[src/rtl/alu_taylor_calc_pkg.sv]
// Shared ALU globals: function codes, Q2.16 constants and Taylor FSM types.
package alu_taylor_calc_pkg;

   // ALU function codes (9-bit selector)
   localparam logic [8:0] ALU_FUNC_NONE         = 9'h000;
   localparam logic [8:0] ALU_FUNC_ADD          = 9'h001;
   localparam logic [8:0] ALU_FUNC_SUB          = 9'h002;
   localparam logic [8:0] ALU_FUNC_MUL          = 9'h003;
   localparam logic [8:0] ALU_FUNC_EXP          = 9'h040;
   localparam logic [8:0] ALU_FUNC_SIN          = 9'h041;
   localparam logic [8:0] ALU_FUNC_COS          = 9'h042;
   localparam logic [8:0] ALU_FUNC_INV_1_PLUS_X = 9'h043;

   // Q2.16 fixed-point constants
   localparam int         Q16_W   = 18;
   localparam int         Q16_FRAC = 16;
   localparam logic [17:0] Q16_ONE = 18'h10000;
   localparam logic [17:0] Q16_MAX = 18'h1FFFF;
   localparam logic [17:0] Q16_MIN = 18'h20000;

   // Taylor evaluator sequencing states
   typedef enum logic [2:0] {
      ST_IDLE  = 3'd0,
      ST_LOAD  = 3'd1,
      ST_MUL_X = 3'd2,
      ST_MUL_C = 3'd3,
      ST_ACC   = 3'd4,
      ST_DONE  = 3'd5
   } taylor_state_t;

endpackage

[src/rtl/alu_q16_mul_sat.sv]
// Combinational Q2.16 x Q2.16 multiply: full signed product, floor shift,
// saturation back to the 18-bit Q2.16 range.
module alu_q16_mul_sat
   import alu_taylor_calc_pkg::*;
(
   input  logic signed [17:0] i_a,
   input  logic signed [17:0] i_b,
   output logic signed [17:0] o_p
);

   localparam logic signed [35:0] LIM_HI = 36'sd131071;
   localparam logic signed [35:0] LIM_LO = -36'sd131072;

   logic signed [35:0] w_prod;
   logic signed [35:0] w_shift;

   // Multiply, drop the fraction with an arithmetic (floor) shift, clamp
   always_comb begin
      w_prod  = i_a * i_b;
      w_shift = w_prod >>> Q16_FRAC;
      if (w_shift > LIM_HI) begin
         o_p = Q16_MAX;
      end else if (w_shift < LIM_LO) begin
         o_p = Q16_MIN;
      end else begin
         o_p = w_shift[17:0];
      end
   end

endmodule

[src/rtl/alu_taylor_calc.sv]
// Sequential Taylor-series evaluator: walks the coefficient table and
// accumulates a0 + sum(term_n) using one shared saturating multiplier.
module alu_taylor_calc
   import alu_taylor_calc_pkg::*;
#(
   parameter int NUM_TERMS = 11
) (
   input  logic        clk,
   input  logic        reset_n,
   input  logic        start,
   input  logic [8:0]  function_sel,
   input  logic [17:0] x,
   output logic        busy,
   output logic        done,
   output logic [17:0] result,
   output logic [8:0]  coef_function_sel,
   output logic [3:0]  coef_idx,
   input  logic [17:0] coef_deriv,
   input  logic [17:0] coef_a0
);

   localparam logic [3:0] LAST_IDX = 4'(NUM_TERMS - 1);

   taylor_state_t      r_state;
   taylor_state_t      w_next;
   logic signed [17:0] r_x;
   logic [8:0]         r_func;
   logic [3:0]         r_n;
   logic signed [17:0] r_acc;
   logic signed [17:0] r_term;
   logic signed [17:0] r_result;
   logic signed [17:0] w_mul_b;
   logic signed [17:0] w_mul_p;
   logic signed [17:0] w_sum;

   // Saturating Q2.16 add via a 19-bit intermediate
   function automatic logic signed [17:0] sat_add(input logic signed [17:0] a,
                                                  input logic signed [17:0] b);
      logic signed [18:0] s;
      s = {a[17], a} + {b[17], b};
      if (s[18] != s[17]) begin
         return s[18] ? Q16_MIN : Q16_MAX;
      end
      return s[17:0];
   endfunction

   // Single multiplier; second operand is x in MUL_X, the table coefficient otherwise
   alu_q16_mul_sat u_mul (
      .i_a (r_term),
      .i_b (w_mul_b),
      .o_p (w_mul_p)
   );

   assign w_sum = sat_add(r_acc, r_term);

   // State register
   always_ff @(posedge clk or negedge reset_n) begin
      if (!reset_n) begin
         r_state <= ST_IDLE;
      end else begin
         r_state <= w_next;
      end
   end

   // Next-state decode
   always_comb begin
      w_next = r_state;
      case (r_state)
         ST_IDLE:  if (start) w_next = ST_LOAD;
         ST_LOAD:  w_next = ST_MUL_X;
         ST_MUL_X: w_next = ST_MUL_C;
         ST_MUL_C: w_next = ST_ACC;
         ST_ACC:   w_next = (r_n == LAST_IDX) ? ST_DONE : ST_MUL_X;
         ST_DONE:  w_next = ST_IDLE;
         default:  w_next = ST_IDLE;
      endcase
   end

   // Outputs and operand mux decoded from the current state
   always_comb begin
      busy              = (r_state != ST_IDLE);
      done              = (r_state == ST_DONE);
      result            = (r_state == ST_DONE) ? r_acc : r_result;
      coef_function_sel = (r_state == ST_IDLE) ? 9'd0 : r_func;
      coef_idx          = (r_state == ST_IDLE || r_state == ST_LOAD) ? 4'd0 : r_n;
      w_mul_b           = (r_state == ST_MUL_X) ? r_x : coef_deriv;
   end

   // Datapath: operand capture, term/accumulator updates, result hold
   always_ff @(posedge clk or negedge reset_n) begin
      if (!reset_n) begin
         r_x      <= '0;
         r_func   <= '0;
         r_n      <= '0;
         r_acc    <= '0;
         r_term   <= '0;
         r_result <= '0;
      end else begin
         case (r_state)
            ST_IDLE: begin
               r_n <= '0;
               if (start) begin
                  r_x    <= x;
                  r_func <= function_sel;
               end
            end
            ST_LOAD: begin
               r_acc  <= coef_a0;
               r_term <= coef_a0;
            end
            ST_MUL_X, ST_MUL_C: begin
               r_term <= w_mul_p;
            end
            ST_ACC: begin
               r_acc <= w_sum;
               if (r_n != LAST_IDX) r_n <= r_n + 4'd1;
            end
            ST_DONE: begin
               r_result <= r_acc;
            end
            default: ;
         endcase
      end
   end

endmodule

[config.mk]
export PLATFORM = sky130hd
export DESIGN_NAME = alu_taylor_calc
export DESIGN_NICKNAME = d
export VERILOG_FILES = /design/src/rtl/alu_taylor_calc_pkg.sv /design/src/rtl/alu_q16_mul_sat.sv /design/src/rtl/alu_taylor_calc.sv
export SDC_FILE = /design/constraint.sdc
export NUM_CORES = 1
export LEC_CHECK = 0
export CORE_UTILIZATION = 39
export CTS_CLUSTER_SIZE = 12
export DETAILED_ROUTE_END_ITERATION = 8
export SYNTH_ARGS = -nofsm -noshare
export SYNTH_HDL_FRONTEND = slang
export SYNTH_HIERARCHICAL = 1
export SYNTH_SLANG_ARGS = --single-unit
[constraint.sdc]
create_clock -name clk -period 20.7 [get_ports clk]
set_input_delay 2.07 -clock clk [delete_from_list [all_inputs] [get_ports clk]]
set_output_delay 2.07 -clock clk [all_outputs]
set_load 0.01 [all_outputs]
# Word level (Yosys, flattened, before mapping)

Index checks and enable logic that the tools add are counted.

Output and inout port bits: 33
Input port bits: 66
Bits in registers: 88

Mux-type cells: 17
Equality and inequality tests: 10
$lt $le $gt $ge: 2
Multiply operators: 1
Reduce and logical (&&, ||, !) cells: 9
Add/sub/neg operators: 2

Operators with widths:

| cell                 | count |
|---|---|
| $mux 18              | 7 |
| $pmux 18 s2          | 2 |
| $mul 18x18->36       | 1 |
| $gt 20x18->1 const B | 1 |
| $lt 20x18->1 const B | 1 |
| $add 18x18->19       | 1 |
| $pmux 3 s5           | 1 |
| $mux 9               | 1 |
| $mux 4               | 2 |
| $pmux 4 s2           | 1 |
| $eq 3x2->1 const B   | 2 |
| $eq 3x3->1 const B   | 2 |
| $mux 3               | 2 |
| $reduce_bool 2->1    | 3 |
| $add 4x1->4 const B  | 1 |
| $eq 4x4->1 const B   | 1 |
| $ne 2x2->1 const B   | 2 |
| $ne 4x4->1 const B   | 1 |
| $reduce_and 2->1     | 2 |
| $eq 3x1->1 const B   | 1 |
| $logic_not 3->1      | 1 |
| $reduce_bool 3->1    | 1 |
| $reduce_or 2->1      | 1 |
| $logic_or 1x1->1     | 1 |
| other kinds (2)      | 2 |

# Longest topological paths before layout

Word-level depth: 7
Depth in mapped cells: 33

# Cells and area by module

Netlist, hierarchy kept.

Modules (own cells, without submodules):

| module          | seq. area each (µm²) | area an instance (µm²) | cells each | times used |
|---|---|---|---|---|
| alu_q16_mul_sat | 0.0                  | 12,082.8               | 1,329      | 1 |
| alu_taylor_calc | 2,202.1              | 5,012.3                | 514        | 1 |

# Least setup slack after synthesis

Ideal clock, no wire load.

Path type: input -> register
Start: input coef_deriv[0]
End: register r_term[0]
Setup time: 0.133 ns
Arrival: 8.902 ns
Slack: 11.665 ns
Buffers on the path: 2
Stages: 28
Data required time: 20.567 ns
Cells stage by stage: mux2_2 > clkbuf_1 > nand2_1 > inv_1 > fa_1 > inv_1 > fa_1 > inv_1 > ha_1 > inv_1 > fa_1 > inv_1 > fa_1 > inv_1 > fa_1 > inv_1 > ha_1 > a21o_1 > a21oi_1 > o2111ai_1 > nor4_2 > o32ai_2 > or3_2 > a32oi_4 > buf_6 > o22ai_1 > a22oi_1 > o21ai_0

Word-level cells in the longest chain between the ends: 6

Ends and longest elaborated chain:

| what                 | line                   | RTL |
|---|---|---|
| start, declared      | alu_taylor_calc.sv:18  | `input logic [17:0] coef_deriv,` |
| $mux 18 *            | alu_taylor_calc.sv:86  | `w_mul_b = (r_state == ST_MUL_X) ? r_x : coef_deriv;` |
| $mul 18x18->36 *     | alu_q16_mul_sat.sv:19  | `w_prod = i_a * i_b;` |
| $lt 20x18->1         | alu_q16_mul_sat.sv:23  | `end else if (w_shift < LIM_LO) begin` |
| $mux 18              | alu_q16_mul_sat.sv:23  |  |
| $mux 18 *            | alu_q16_mul_sat.sv:21  | `if (w_shift > LIM_HI) begin` |
| named net w_mul_p[0] | alu_taylor_calc.sv:33  | `logic signed [17:0] w_mul_p;` |
| $pmux 18 s2 *        | alu_taylor_calc.sv:99  | `case (r_state)` |
| end signal, assigned | alu_taylor_calc.sv:109 | `r_term <= coef_a0;` |
| end signal, assigned | alu_taylor_calc.sv:112 | `r_term <= w_mul_p;` |
| end, declared        | alu_taylor_calc.sv:30  | `logic signed [17:0] r_term;` |

Mark *: on every way through the listed nets, which the timed path passes. The rest lies on a longest branch.
A chain may end at the register's enable or synchronous reset.

# Final worst setup path

Start: register r_state[1]
End: register r_term[0]

Word-level cells in the longest chain between the ends: 7

Ends and longest elaborated chain:

| what                   | line                  | RTL |
|---|---|---|
| start, declared        | alu_taylor_calc.sv:24 | `taylor_state_t r_state;` |
| start signal, assigned | alu_taylor_calc.sv:61 | `r_state <= w_next;` |
| $eq 3x2->1 *           | alu_taylor_calc.sv:86 |  |
| $mux 18 *              | alu_taylor_calc.sv:86 |  |
| named net w_mul_b[0]   | alu_taylor_calc.sv:32 | `logic signed [17:0] w_mul_b;` |
| $mul 18x18->36 *       | alu_q16_mul_sat.sv:19 |  |
| $lt 20x18->1           | alu_q16_mul_sat.sv:23 |  |
| $mux 18                | alu_q16_mul_sat.sv:23 |  |
| $mux 18 *              | alu_q16_mul_sat.sv:21 |  |
| named net w_mul_p[0]   | alu_taylor_calc.sv:33 |  |
| $pmux 18 s2 *          | alu_taylor_calc.sv:99 |  |

Marks and branches as above.

==> impl_metrics.py <==
metrics = {
    "global_routing": {
        "grt_max_degree": 52,
        "grt_use_total_pct": 20.68,
        "antenna_found_initial": 1,
        "first_global_vias": 13920,
        "grt_overflow": 0,
        "grt_pass1_wl_um": 72600,
    },
    "synthesis": {
        "synth_cell_types": 73,
        "ys_seq_area_share_pct": 12.88,
        "synthFlopType": "dfrtp_1",
        "synth_largest_area_cell": "fa_1",
        "yosys_warnings": 6,
        "synthArstFlopShare_pct": 100.0,
        "ys_seq_elements": 88,
        "syn_area_um2": 17100,
        "syn_inst": 1843,
        "synth_edf_count": 0,
        "yosysTopAreaCellShare_pct": 38.53,
        "syn_avg_cell_area_um2": 9.276,
        "syn_nets": 2346,
        "synth_area_leaders": "fa_1 39%, dfrtp_1 13%, inv_1 8.4%",
    },
    "detailed_routing": {
        "wl_per_cell_um": 17.44,
        "dr.pass1.iters": 7,
        "drc": 0,
        "drt_iter0_drc": 677,
        "vias_per_cell": 5.139,
        "final_antenna_net_count": 0,
        "drt_wl_total_um": 43420,
        "vias": 12790,
    },
    "clock_network": {
        "numCtsBuffers": 9,
        "clock_latency_ps": 360,
        "cts_hold_buffers": 0,
        "cts_resized": 0,
        "clockBufferDepth": 2,
        "clkTransAtPathRegs_ps": 70,
        "root_buffer": "clkbuf_16",
        "cts.htree.levels": 3,
        "cts_tree": "done",
        "cts_setup_buffers": 0,
        "cts_sinks": 88,
    },
    "final_layout": {
        "antenna_cells": 0,
        "final_cell_mix": "381 x inv_1, 329 x fa_1, 232 x nand2_1, 172 x and2_1, 108 x ha_1",
        "final_common_cell": "inv_1",
        "area_growth_pct": 10.79,
        "final_nets": 2402,
        "layout-drive-gt1-share_pct": 5.620,
    },
    "setup_path": {
        "required_ps": 20910,
        "reg2reg_to": "r_term[0]$_DFFE_PN0P_",
        "reg2reg_from": "r_state[1]$_DFFE_PN0P_",
        "worst-path-buf-inv": 7,
        "startpoint_type": "flip-flop",
        "r2r_setup_slack_ps": 10560,
        "end_kind": "flip-flop",
        "path_class": "reg -> reg",
        "worst-path-max-fanout": 28,
        "cpPeakStageDelay_ps": 910,
        "r2r_cells": 28,
        "arrival_ps": 10350,
        "cpMostUsedCell": "inv_1",
        "cpLargestDelayFamily": "adder cells",
        "crit_slowest_cell": "nor2b_2",
    },
    "sta": {
        "hold_violations": 0,
        "slew_headroom_pct": 24.86,
        "setup_viol": 0,
        "setup_tns_ps": 0,
        "fin_crit_ps": 10140,
        "rsz0062_at_grt": "no",
        "fmax_mhz": 98.62,
        "fin_skew_ps": 5.202,
        "finalCritPeriodShare_pct": 48.98,
        "tightest_slew_ps": 1122,
        "maxSlewViolCount": 0,
    },
    "floorplanning": {
        "pin_count": 99,
        "die_h_um": 211.4,
        "core_um2": 43170,
        "die-width_um": 211.4,
        "dieArea_um2": 44680,
        "initial_utilization_pct": 39.60,
        "row_count": 76,
    },
    "run_status": {
        "status": "completed",
    },
    "hold_path": {
        "hold_end": "r_result[5]$_DFF_PN0_",
        "hold_class": "reg -> reg",
        "worstHoldStart": "r_result[5]$_DFF_PN0_",
        "hold_depth": 2,
    },
    "job": {
        "maxCapViolations": 0,
    },
    "placement": {
        "place_congestion": 0.8621,
        "hpwl_um": 34920,
        "port_buffers": 98,
    },
}
[worst max path at each step]
stage / cells after the start / startpoint / to
final: 28 / r_state[1]$_DFFE_PN0P_ / r_term[0]$_DFFE_PN0P_
after global routing: 28 / r_state[1]$_DFFE_PN0P_ / r_term[6]$_DFFE_PN0P_
after CTS: 28 / r_state[1]$_DFFE_PN0P_ / r_term[0]$_DFFE_PN0P_
after detailed placement: 27 / coef_deriv[0] / r_term[2]$_DFFE_PN0P_
after global placement: 27 / coef_deriv[0] / r_term[4]$_DFFE_PN0P_
after floorplan: 28 / coef_deriv[0] / r_term[0]$_DFFE_PN0P_
[tightest hold or removal path, delay by kind of cell (launching register included)]
family / cells / cell delay, ps
AND/OR/NAND/NOR: 2 / 110
flip-flops: 1 / 330
[state kept, by name, indices dropped and copies added (netlist names)]
register / cells
r_term: 18
r_result: 18
r_func: 9
r_x: 18
r_n: 4
r_state: 3
r_acc: 18
[metrics by stage]
step	worst slack [ps]	cell area, um^2	cells	util, %	hold WS (ps)
final	10560	18940	2489	43.87	472.1
after global routing	9864	18940	2489	43.87	497.6
after CTS	10570	18930	2488	43.85	478.1
after detailed placement	10380	18650	2472	43.20	460.7
after global placement	10710	18650	2472	43.20	455.8
after floorplan	11660	17100	1843	-	472.1
[area by class of cell]
cell class / count / area (um^2)
Clock inverter: 6 / 51.30
Tap cell: 585 / 732.0
Inverter: 382 / 1434
Multi-Input combinational cell: 1296 / 13130
Clock buffer: 10 / 229.0
Fill cell: 4299 / 24230
Sequential cell: 88 / 2202
Timing Repair Buffer: 122 / 1159
[logic make-up (layout without fill, tap and decap cells)]
family | after synthesis | count (layout) | synth area share (%)
AO/OA/AOI/OAI | 228 | 228 | 9.134
flip-flops | 88 | 88 | 12.88
AND/OR/NAND/NOR | 545 | 545 | 16.16
adder cells (fa/ha/maj) | 439 | 439 | 46.55
buffers and inverters | 459 | 520 | 10.31
multiplexers | 45 | 45 | 2.964
XOR/XNOR | 39 | 39 | 1.998
[Yosys cell counts (4+ instances only)]
library cell	n
inv_1	381
o22ai_1	8
a221o_1	4
a21oi_1	49
o21a_1	4
o21ai_0	53
o211ai_1	5
o32ai_1	7
nand4_1	7
mux2_2	45
or3_1	15
ha_1	108
clkbuf_1	63
dfrtp_1	88
a21o_1	19
xor2_1	17
buf_6	4
fa_1	329
and3_1	7
o21bai_1	7
xnor2_1	22
buf_1	6
and2_1	172
nand2_1	232
a211o_1	4
nor3_1	8
nand2b_1	10
a22oi_1	18
nor2_1	31
a211oi_1	19
nor2b_1	27
nand3_1	15
[routing by layer]
metal | vias to the layer above | track usage (%) | share of wire, %
li1 | 5802 | - | -
met1 | 6666 | 27.43 | 44
met2 | 275 | 36.25 | 51
met3 | 48 | 2.299 | 3.5
met4 | 0 | 4.523 | 1.7
met5 | - | 0 | 0
Power is not shown: default switching activity piles up to over one toggle a cycle in this logic, so the estimate is an artifact.
